==> config.mk <==
export PLATFORM = sky130hd
export DESIGN_NAME = uart_tx_flat
export DESIGN_NICKNAME = d
export VERILOG_FILES = /design/src/rtl/uart_tx_pkg.sv /design/src/rtl/uart_tx_if.sv /design/src/rtl/uart_tx_piso.sv /design/src/rtl/uart_tx.sv /design/src/flat_wrapper.sv
export SDC_FILE = /design/constraint.sdc
export NUM_CORES = 1
export LEC_CHECK = 0
export CAP_MARGIN = 40
export CORE_MARGIN = 5
export CORE_UTILIZATION = 25
export DETAILED_ROUTE_END_ITERATION = 8
export PLACE_DENSITY_LB_ADDON = 0.08
export SYNTH_ARGS = -nofsm -noshare
export SYNTH_HDL_FRONTEND = slang
export SYNTH_SLANG_ARGS = --single-unit
==> constraint.sdc <==
create_clock -name clk -period 2 [get_ports clk]
set_input_delay 0.2 -clock clk [delete_from_list [all_inputs] [get_ports clk]]
set_output_delay 0.2 -clock clk [all_outputs]
set_load 0.02 [all_outputs]
==> src/rtl/uart_tx_pkg.sv <==
// Shared UART definitions: oversampling ratio and FSM state encoding used by
// both the transmit and receive paths.
package uart_tx_pkg;

  localparam int OVERSAMPLE = 16;

  localparam logic [2:0] ST_IDLE   = 3'd0;
  localparam logic [2:0] ST_START  = 3'd1;
  localparam logic [2:0] ST_DATA   = 3'd2;
  localparam logic [2:0] ST_PARITY = 3'd3;
  localparam logic [2:0] ST_STOP   = 3'd4;

  typedef enum logic [2:0] {
    IDLE   = ST_IDLE,
    START  = ST_START,
    DATA   = ST_DATA,
    PARITY = ST_PARITY,
    STOP   = ST_STOP
  } tx_state_t;

endpackage

==> src/rtl/uart_tx_if.sv <==
// Host-side transmit interface: start strobe, data word, baud tick and the
// serial line plus status flags returned by the transmitter.
interface uart_tx_if
  import uart_tx_pkg::*;
#(
  parameter int D_BIT = 8
);

  logic             s_tick;
  logic             tx_start;
  logic [D_BIT-1:0] din;
  logic             tx;
  logic             tx_busy;
  logic             tx_done_tick;

  modport master (
    output s_tick, tx_start, din,
    input  tx, tx_busy, tx_done_tick
  );

  modport slave (
    input  s_tick, tx_start, din,
    output tx, tx_busy, tx_done_tick
  );

endinterface

==> src/rtl/uart_tx_piso.sv <==
// Parallel-load, right-shift register feeding the serial line LSB-first.
// Exposes the current LSB and the bit that becomes the LSB after a shift.
module uart_tx_piso
  import uart_tx_pkg::*;
#(
  parameter int D_BIT = 8
) (
  input  logic             clk,
  input  logic             rst_n,
  input  logic             load,
  input  logic             shift,
  input  logic [D_BIT-1:0] din,
  output logic             lsb,
  output logic             lsb_next
);

  logic [D_BIT-1:0] shreg;

  always_ff @(posedge clk or negedge rst_n) begin
    if (!rst_n) begin
      shreg <= '0;
    end else if (load) begin
      shreg <= din;
    end else if (shift) begin
      shreg <= {1'b0, shreg[D_BIT-1:1]};
    end
  end

  assign lsb      = shreg[0];
  assign lsb_next = shreg[1];

endmodule

==> src/rtl/uart_tx.sv <==
// UART transmitter: frames a captured word as start, LSB-first data, optional
// parity and stop bits, timed by an external 16x oversampling tick.
module uart_tx
  import uart_tx_pkg::*;
#(
  parameter int D_BIT      = 8,
  parameter int SB_TICK    = 16,
  parameter int PARITY_EN  = 0,
  parameter int PARITY_ODD = 0
) (
  input logic      clk,
  input logic      rst_n,
  uart_tx_if.slave bus
);

  localparam int TW = $clog2(SB_TICK);
  localparam int BW = $clog2(D_BIT);
  localparam logic [TW-1:0] BIT_LAST  = TW'(OVERSAMPLE - 1);
  localparam logic [TW-1:0] STOP_LAST = TW'(SB_TICK - 1);
  localparam logic [BW-1:0] DATA_LAST = BW'(D_BIT - 1);

  tx_state_t       state_q, state_d;
  logic [TW-1:0]   tick_q, tick_d;
  logic [BW-1:0]   bit_q, bit_d;
  logic            tx_q, tx_d;
  logic            busy_q, busy_d;
  logic            done_q, done_d;
  logic            par_q, par_d;
  logic            load, shift;
  logic            lsb, lsb_next;

  uart_tx_piso #(.D_BIT(D_BIT)) u_piso (
    .clk      (clk),
    .rst_n    (rst_n),
    .load     (load),
    .shift    (shift),
    .din      (bus.din),
    .lsb      (lsb),
    .lsb_next (lsb_next)
  );

  always_comb begin
    state_d = state_q;
    tick_d  = tick_q;
    bit_d   = bit_q;
    par_d   = par_q;
    done_d  = 1'b0;
    load    = 1'b0;
    shift   = 1'b0;
    case (state_q)
      IDLE: begin
        if (bus.tx_start) begin
          load    = 1'b1;
          tick_d  = '0;
          par_d   = (^bus.din) ^ (PARITY_ODD != 0);
          state_d = START;
        end
      end
      START: begin
        if (bus.s_tick) begin
          if (tick_q == BIT_LAST) begin
            tick_d  = '0;
            bit_d   = '0;
            state_d = DATA;
          end else begin
            tick_d = tick_q + 1'b1;
          end
        end
      end
      DATA: begin
        if (bus.s_tick) begin
          if (tick_q == BIT_LAST) begin
            tick_d = '0;
            shift  = 1'b1;
            if (bit_q == DATA_LAST) begin
              bit_d   = '0;
              state_d = (PARITY_EN != 0) ? PARITY : STOP;
            end else begin
              bit_d = bit_q + 1'b1;
            end
          end else begin
            tick_d = tick_q + 1'b1;
          end
        end
      end
      PARITY: begin
        if (bus.s_tick) begin
          if (tick_q == BIT_LAST) begin
            tick_d  = '0;
            state_d = STOP;
          end else begin
            tick_d = tick_q + 1'b1;
          end
        end
      end
      STOP: begin
        if (bus.s_tick) begin
          if (tick_q == STOP_LAST) begin
            tick_d  = '0;
            done_d  = 1'b1;
            state_d = IDLE;
          end else begin
            tick_d = tick_q + 1'b1;
          end
        end
      end
      default: state_d = IDLE;
    endcase

    // Line level is decoded from the next state so the pin register always
    // shows the bit belonging to the state being entered.
    busy_d = (state_d != IDLE);
    case (state_d)
      START:   tx_d = 1'b0;
      DATA:    tx_d = shift ? lsb_next : lsb;
      PARITY:  tx_d = par_d;
      default: tx_d = 1'b1;
    endcase
  end

  always_ff @(posedge clk or negedge rst_n) begin
    if (!rst_n) begin
      state_q <= IDLE;
      tick_q  <= '0;
      bit_q   <= '0;
      par_q   <= 1'b0;
      tx_q    <= 1'b1;
      busy_q  <= 1'b0;
      done_q  <= 1'b0;
    end else begin
      state_q <= state_d;
      tick_q  <= tick_d;
      bit_q   <= bit_d;
      par_q   <= par_d;
      tx_q    <= tx_d;
      busy_q  <= busy_d;
      done_q  <= done_d;
    end
  end

  assign bus.tx           = tx_q;
  assign bus.tx_busy      = busy_q;
  assign bus.tx_done_tick = done_q;

endmodule

==> src/flat_wrapper.sv <==
// flat-port wrapper written by rule: the top's interface ports become plain ports
module uart_tx_flat import uart_tx_pkg::*;
#(
  parameter int D_BIT      = 8,
  parameter int SB_TICK    = 16,
  parameter int PARITY_EN  = 0,
  parameter int PARITY_ODD = 0
)
  (clk, rst_n, bus_s_tick, bus_tx_start, bus_din, bus_tx, bus_tx_busy, bus_tx_done_tick);
  uart_tx_if #(.D_BIT(D_BIT)) bus_i ();
  input logic clk;
  input logic rst_n;
  input wire logic [$bits(bus_i.s_tick)-1:0] bus_s_tick;
  input wire logic [$bits(bus_i.tx_start)-1:0] bus_tx_start;
  input wire logic [$bits(bus_i.din)-1:0] bus_din;
  output wire logic [$bits(bus_i.tx)-1:0] bus_tx;
  output wire logic [$bits(bus_i.tx_busy)-1:0] bus_tx_busy;
  output wire logic [$bits(bus_i.tx_done_tick)-1:0] bus_tx_done_tick;
  assign bus_i.s_tick = bus_s_tick;
  assign bus_i.tx_start = bus_tx_start;
  assign bus_i.din = bus_din;
  assign bus_tx = bus_i.tx;
  assign bus_tx_busy = bus_i.tx_busy;
  assign bus_tx_done_tick = bus_i.tx_done_tick;
  uart_tx #(.D_BIT(D_BIT), .SB_TICK(SB_TICK), .PARITY_EN(PARITY_EN), .PARITY_ODD(PARITY_ODD)) u_core (.clk(clk), .rst_n(rst_n), .bus(bus_i));
endmodule
Word level (Yosys, flattened, before mapping)
Cells that the tools add are included.

storage, ports and cells
  bits in registers = 22
  input port bits = 12
  logic and storage cells = 67

cells by class
  $add $sub $neg = 2
  equal/unequal tests = 15
  mux-type cells = 33
  reductions and logical operators = 9

operators with widths
  cell                 number
  $mux 3               15
  $mux 8               2
  $pmux 3 s5           1
  $eq 3x2->1 const B   4
  $mux 4               3
  $mux 1               9
  $pmux 4 s2           1
  $reduce_xor 8->1     1
  $eq 3x1->1 const B   2
  $eq 3x3->1 const B   2
  $ne 2x1->1 const B   3
  $ne 2x2->1 const B   3
  $pmux 3 s2           1
  $reduce_bool 2->1    3
  $reduce_and 5->1     1
  $add 4x1->4 const B  1
  $eq 4x4->1 const B   1
  $reduce_or 4->1      1
  $add 3x1->3 const B  1
  $logic_not 3->1      1
  $pmux 1 s3           1
  $reduce_and 3->1     1
  $reduce_bool 3->1    1

Depth between registers and ports, before layout
Gate-level depths: netlist of run 1.

  depth after elaboration = 7
  mapped depth = 6
  depth with buffers taken out = 6

By module
Synthesis of run 1 repeated with hierarchy kept, for this count alone.

second synthesis, totals
  cell total of the unflattened synthesis = 113
  area total of the unflattened synthesis = 1182.4 µm²

by module, submodules not included
  module        instances  cells an instance  area each (µm²)
  uart_tx       1          79                 813.3
  uart_tx_piso  1          34                 369.1

Worst setup path after synthesis of run 1
No wires, ideal clock.

  kind = register -> register
  from = register u_core.tick_q[0]
  to = register u_core.busy_q (netlist: u_core.bus.tx_busy)
  data arrival time = 1549 ps
  required time = 1869 ps
  setup slack = 320 ps
  cell stages (with the launch flop) = 7
  path buffers = 1
  clock period less this slack = 1680 ps
  path through = dfrtp_1 ha_1 nand4_1 buf_2 o21a_1 o21a_1 or3_1

between the ends
  cells in the longest elaborated chain, start to end = 5
  elaborated cells on any way between the ends = 11
  classes of those cells = eq/ne (1); mux (9); reduce/logical (1)

RTL lines
  what                                    RTL line        text
  start: declaration                      uart_tx.sv:23   logic [TW-1:0] tick_q, tick_d;
  start signal: assignment                uart_tx.sv:132  tick_q <= tick_d;
  $eq 4x4->1 *                            -
  $mux 3 (on tied branches) (2 in a row)  -
  $pmux 3 s5 *                            uart_tx.sv:50   case (state_q)
  via u_core.state_d[1]                   uart_tx.sv:22   tx_state_t state_q, state_d;
  $reduce_bool 3->1 *                     uart_tx.sv:112  busy_d = (state_d != IDLE);
  via u_core.busy_d                       uart_tx.sv:26   logic busy_q, busy_d;
  end signal: assignment                  uart_tx.sv:136  busy_q <= busy_d;
  end: declaration                        uart_tx.sv:26

Mark *: on every way through the listed nets, which the timed path passes. The rest lies on a longest branch.
A chain may end at the register's enable or synchronous reset.

Worst setup path after layout of run 1
Ends and elaborated chain as after synthesis.

==> results.json, run 1 <==
{
  "outcome": "complete, no violations",
  "clockBufferDepth": 2,
  "final_common_cell": "dfrtp_1",
  "worst_setup_path_end_kind": "flip-flop",
  "fp.dieH_microns": 78.5,
  "vdd_ir_drop_max_v": 0.000364,
  "cts_tree": "yes",
  "port_buffers": 14,
  "synth_async_sr_flop_share_pct": 100,
  "skew_ps": 3.06,
  "cts_buffers": 3,
  "critical_path_class": "flip-flop to flip-flop",
  "cts_max_level": 1,
  "path_max_fanout": 10,
  "clkTransAtPathRegs_ps": 80,
  "hold-worst-slack_ps": 295,
  "grt_antenna_before_repair": 0,
  "core-area_sq_mm": 0.00463,
  "fin_total_pwr_mw": 1.56,
  "final_cell_count_no_fill": 186,
  "p_per_area_mw_per_mm2": 1100,
  "dpl.cell_count": 182,
  "ys_ff_latch": 22,
  "tightest_slew_ps": 395,
  "nFillCells": 495,
  "cts_hold_buf": 0,
  "finalSetupViolations": 0,
  "hold_viol_final": 0,
  "ios": 15,
  "synth_edf_count": 0,
  "startpoint_type": "flip-flop",
  "arrival_ps": 1990,
  "cts_root_buf": "clkbuf_8",
  "drt-met1-wl_microns": 1180,
  "fin_nets": 148,
  "drt-vias-per-instance": 4.82,
  "tns_ps": 0,
  "gr-total-overflow": 0,
  "avgRoutedWirePerCell_microns": 13.3,
  "synth_nets": 131,
  "layout_min_cycle_time_ps": 1850,
  "area_growth_pct": 21.3,
  "drive_above_1_share_pct": 10.6,
  "grt_first_pass_wirelength_microns": 4270,
  "report.final.slew_viol_count": 0,
  "syn_avg_cell_area_sq_um": 10.1,
  "finalCritPeriodShare_pct": 92.4,
  "synth_seq_area_share_pct": 47.0,
  "grt_setup_unrepaired": "false",
  "postLayoutCellArea_sq_mm": 0.00142,
  "cts_resized": 0,
  "placed_area_sq_mm": 0.00137,
  "clk_latency_ps": 260,
  "maxCapViolCount": 0,
  "ys_warn_count": 0,
  "cts_setup_buffers": 0,
  "netlist_area_sq_mm": 0.00117,
  "synthDistinctLibCells": 36,
  "mostFrequentLayoutCells": "21 x dfrtp_1, 14 x clkdlybuf4s50_1, 12 x nand2_1, 11 x o21ai_0, 8 x nor2_1",
  "cp.required_ps": 2140,
  "rows": 25,
  "top_layer_used": "met4",
  "reg2reg_slack_ps": 150,
  "synthCells": 116,
  "hold_path_class": "input pin to async pin",
  "grt_pass1_vias": 916,
  "dp_hpwl_microns": 1830,
  "die-area_sq_mm": 0.00616,
  "ant_nets": 0,
  "fmax_mhz": 541,
  "grt_max_degree": 23,
  "relSlewSlack_pct": 73.3,
  "firstDrtPassIters": 3,
  "die_w_microns": 78.5,
  "synth_flop_cell": "dfrtp_1",
  "totalWireLength_microns": 2470,
  "track_usage_pct": 8.79,
  "drc": 0,
  "start_util_pct": 25.4,
  "vias": 896,
  "place_congestion": 0.747,
  "dr_wl_met2_microns": 1180,
  "clock_sinks": 22,
  "wl_met3_microns": 88,
  "p_leak_nw": 0.592,
  "diodes": 0,
  "drt_iter0_drc": 90
}
[synthesized netlist by cell type, types with 3 or more instances]
master,count,area (sq um)
nand2_1,12,45.0
a31oi_1,5,31.3
o21ai_0,11,55.1
inv_1,4,15.0
dfrtp_1,21,526
nor2_1,8,30.0
xnor2_1,7,61.3
ha_1,3,37.5
buf_2,4,20.0
a22oi_1,3,22.5
mux2i_1,6,60.1
[area by class of cell]
cell class                 count  area, sq um  area share [%]
inverter                       5         18.8            1.32
clock buffer                   4         55.1            3.87
tap                           54         67.6            4.75
sequential                    22          552            38.8
timing repair buffer          18          170            12.0
multi-input combinational     83          561            39.4
[worst paths after layout]
| path | from | endpoint | cells past startpoint |
|---|---|---|---|
| min in group clk | u_core.tick_q[3] | u_core.tick_q[3] | 1 |
| setup reg to reg | u_core.tick_q[0] | u_core.bus.tx_busy | 6 |
| hold reg to reg | u_core.tick_q[3] | u_core.tick_q[3] | 1 |
| max in group asynchronous | rst_n | u_core.bus.tx | 2 |
| setup / recovery | u_core.tick_q[0] | u_core.bus.tx_busy | 6 |
| hold / removal | rst_n | u_core.bit_q[2] | 2 |
[flip-flops by register name, summed over array words and instances, names as in the netlist]
register	cells
u_core.bus.tx_done_tick	1
u_core.bus.tx	1
u_core.u_piso.shreg	8
u_core.par_q	1
u_core.state_q	3
u_core.bus.tx_busy	1
u_core.tick_q	4
u_core.bit_q	3
[power by group]
| part | switching, mW | internal [mW] | leakage, nW |
|---|---|---|---|
| combinational | 0.263 | 0.258 | 0.291 |
| clock | 0.145 | 0.175 | 0.0288 |
| sequential | 0.118 | 0.601 | 0.272 |
| total | 0.526 | 1.03 | 0.592 |
[through the flow]
step	utilization [%]	setup slack [ps]
3_3_place_gp	29.6	101
5_1_grt	30.8	16.6
3_5_place_dp	29.6	119
2_1_floorplan	-	320
6_report	30.8	153
4_1_cts	30.8	148
[critical path, cell delays in order, from the launching register on]
cell and delay (ps):
dfrtp_1 410, ha_1 240, nand4_1 130, buf_4 190, o21a_1 200, o21a_1 220, or3_1 350
[cells by family after synthesis]
logic type,after synthesis,synth area share (%)
AO/OA/AOI/OAI,33,19.1
XOR/XNOR,7,5.22
adder cells (fa/ha/maj),3,3.20
buffers and inverters,11,5.22
flip-flops,22,47.0
multiplexers,6,5.12
AND/OR/NAND/NOR,34,15.1
[layer usage]
metal,track usage (%),vias to the layer above
met4,4.20,0
met1,11.2,427
met2,13.8,11
met5,0,-
li1,-,456
met3,2.18,2
No activity file was read; power rests on OpenSTA's default activity.
==> run 2: changes to the inputs <==
--- a/config.mk
+++ b/config.mk
@@ -7,9 +7,10 @@
 export LEC_CHECK = 0
 export CAP_MARGIN = 40
 export CORE_MARGIN = 5
-export CORE_UTILIZATION = 25
+export CORE_UTILIZATION = 48
 export DETAILED_ROUTE_END_ITERATION = 8
 export PLACE_DENSITY_LB_ADDON = 0.08
+export SETUP_SLACK_MARGIN = 0.1
 export SYNTH_ARGS = -nofsm -noshare
 export SYNTH_HDL_FRONTEND = slang
 export SYNTH_SLANG_ARGS = --single-unit
==> constraint.sdc (replaced) <==
create_clock -name clk -period 1.65 [get_ports clk]
set_input_delay 0.165 -clock clk [delete_from_list [all_inputs] [get_ports clk]]
set_output_delay 0.165 -clock clk [all_outputs]
set_load 0.02 [all_outputs]
==> run 2 against run 1 <==
Global-route usage increased by 7.5 points. Final area increased by 11%. Sequential cell count unchanged. Combinational power increased by 66%. Core utilization increased by 35 points. Total power increased by 29%. Register-to-register slack got worse by 150 ps. Clock power decreased by 11%.
==> results.json, run 2 (synthesis gave the netlist of run 1 again) <==
{
  "outcome": "complete, no violations",
  "clk_latency_ps": 300,
  "fp.dieH_microns": 59.4,
  "hold_viol_final": 0,
  "cts_buffers": 3,
  "rows": 18,
  "drive_above_1_share_pct": 29.3,
  "cp.required_ps": 1830,
  "grt_max_degree": 23,
  "p_leak_nw": 0.694,
  "clkTransAtPathRegs_ps": 110,
  "cts_max_level": 1,
  "largestRegisters": "u_core.u_piso.shreg: 8 flops, u_core.tick_q: 4 flops",
  "skew_ps": 3.38,
  "largest_reg_flops": 8,
  "seq_power_share_pct": 43.1,
  "mostFrequentLayoutCells": "21 x dfrtp_1, 17 x buf_4, 13 x clkdlybuf4s50_1, 10 x nand2_1, 10 x o21ai_1",
  "ios": 15,
  "p_per_area_mw_per_mm2": 1280,
  "p_comb_share_pct": 42.8,
  "firstDrtPassIters": 4,
  "layout_min_cycle_time_ps": 1640,
  "finalCritPeriodShare_pct": 99.6,
  "path_max_fanout": 7,
  "totalWireLength_microns": 2490,
  "cts_tree": "yes",
  "ant_nets": 0,
  "hold-worst-slack_ps": 206,
  "die_w_microns": 59.4,
  "grt_pass1_vias": 1040,
  "p_int_mw": 1.31,
  "maxCapViolCount": 0,
  "critical_path_class": "flip-flop to flip-flop",
  "reg2reg_slack_ps": 6,
  "drt-vias-per-instance": 5.50,
  "clockPowerShare_pct": 14.1,
  "area_growth_pct": 34.4,
  "gr-total-overflow": 0,
  "drt_iter0_drc": 49,
  "drc": 0,
  "utilization_pct": 65.5,
  "fin_nets": 163,
  "netSwitchingPower_uw": 711,
  "report.final.slew_viol_count": 0,
  "fin_total_pwr_mw": 2.02,
  "tns_ps": 0,
  "grt_first_pass_wirelength_microns": 4320,
  "startpoint_type": "flip-flop",
  "arrival_ps": 1830,
  "worst_setup_path_end_kind": "flip-flop",
  "clockBufferDepth": 2,
  "vias": 974,
  "diodes": 0,
  "finalSetupViolations": 0,
  "start_util_pct": 48.7,
  "met2_usage_pct": 26.1,
  "final_cell_count_no_fill": 177,
  "fmax_mhz": 608,
  "final_common_cell": "dfrtp_1",
  "hold_path_class": "input pin to async pin",
  "avgRoutedWirePerCell_microns": 14.1,
  "place_congestion": 0.837,
  "dpl.cell_count": 172,
  "rr_endpoint": "u_core.bus.tx_busy",
  "port_buffers": 14,
  "grt_use_met3_pct": 2.83,
  "grt_busiest_layer": "met2",
  "track_usage_pct": 16.3,
  "dp_hpwl_microns": 1790,
  "swShare_pct": 35.2,
  "tightest_slew_ps": 311,
  "clock_sinks": 22,
  "r2r_cells": 6,
  "regMostFlops": "u_core.u_piso.shreg",
  "grt_antenna_before_repair": 0,
  "grt_setup_unrepaired": "true",
  "gr-usage-met1_pct": 20.4,
  "relSlewSlack_pct": 79.2,
  "worstReg2RegStart": "u_core.tick_q[1]",
  "vdd_ir_drop_max_v": 0.000786,
  "cts_root_buf": "clkbuf_4",
  "die-area_sq_mm": 0.00353,
  "core-area_sq_mm": 0.00241
}
[run 2: how the worst max path moves through the flow]
| stage | from | endpoint | cells past startpoint |
|---|---|---|---|
| finish | u_core.tick_q[1] | u_core.bus.tx_busy | 6 |
| CTS | u_core.tick_q[0] | u_core.bus.tx_busy | 6 |
| global route | u_core.tick_q[1] | u_core.u_piso.shreg[4] | 6 |
| floorplan | u_core.tick_q[0] | u_core.bus.tx_busy | 6 |
| global placement | bus_s_tick | u_core.bus.tx_busy | 6 |
| detailed placement | bus_s_tick | u_core.bit_q[1] | 7 |
[run 2: worst max-delay path, stage by stage (launching register included)]
cell	delay [ps]
dfrtp_1	380
ha_2	190
nand4_1	120
buf_6	170
a31oi_2	220
inv_1	80
or3_1	380
[run 2: what timing repair did]
item,CTS,global route
setup endpoints to repair,15,16
cloned,0,0
hold endpoints to repair,0,0
hold buffers,0,0
buffers inserted,1,0
pin swaps,2,2
resized for setup,14,11
[run 2: cell type report]
type,count,area (sq um)
fillers,190,832
multi-input cells,83,644
flip-flops and latches,22,552
repair buffers,33,289
well taps,30,37.5
clock buffers,4,36.3
inverters,5,18.8
[run 2: metal layers]
metal | wire, microns | vias up
li1 | - | 485
met1 | 1140 | 467
met2 | 1240 | 20
met3 | 89 | 2
met4 | 14 | 0
met5 | 0 | -
[run 2: per-stage QoR]
stage | instance area, sq um | worst slack (ps)
6_report | 1580 | 6.25
2_1_floorplan | 1190 | 57.3
3_3_place_gp | 1450 | -81.9
3_5_place_dp | 1450 | -137
4_1_cts | 1530 | 4.87
5_1_grt | 1580 | -121
[run 2: power by group through the flow]
| stage | clock [mW] | sequential [mW] | combinational [mW] |
|---|---|---|---|
| floorplan | 0 | 0.851 | 0.491 |
| global placement | 0 | 0.858 | 0.760 |
| detailed placement | 0 | 0.863 | 0.789 |
| CTS | 0.301 | 0.857 | 0.823 |
| global route | 0.324 | 0.899 | 0.962 |
| finish | 0.284 | 0.871 | 0.864 |
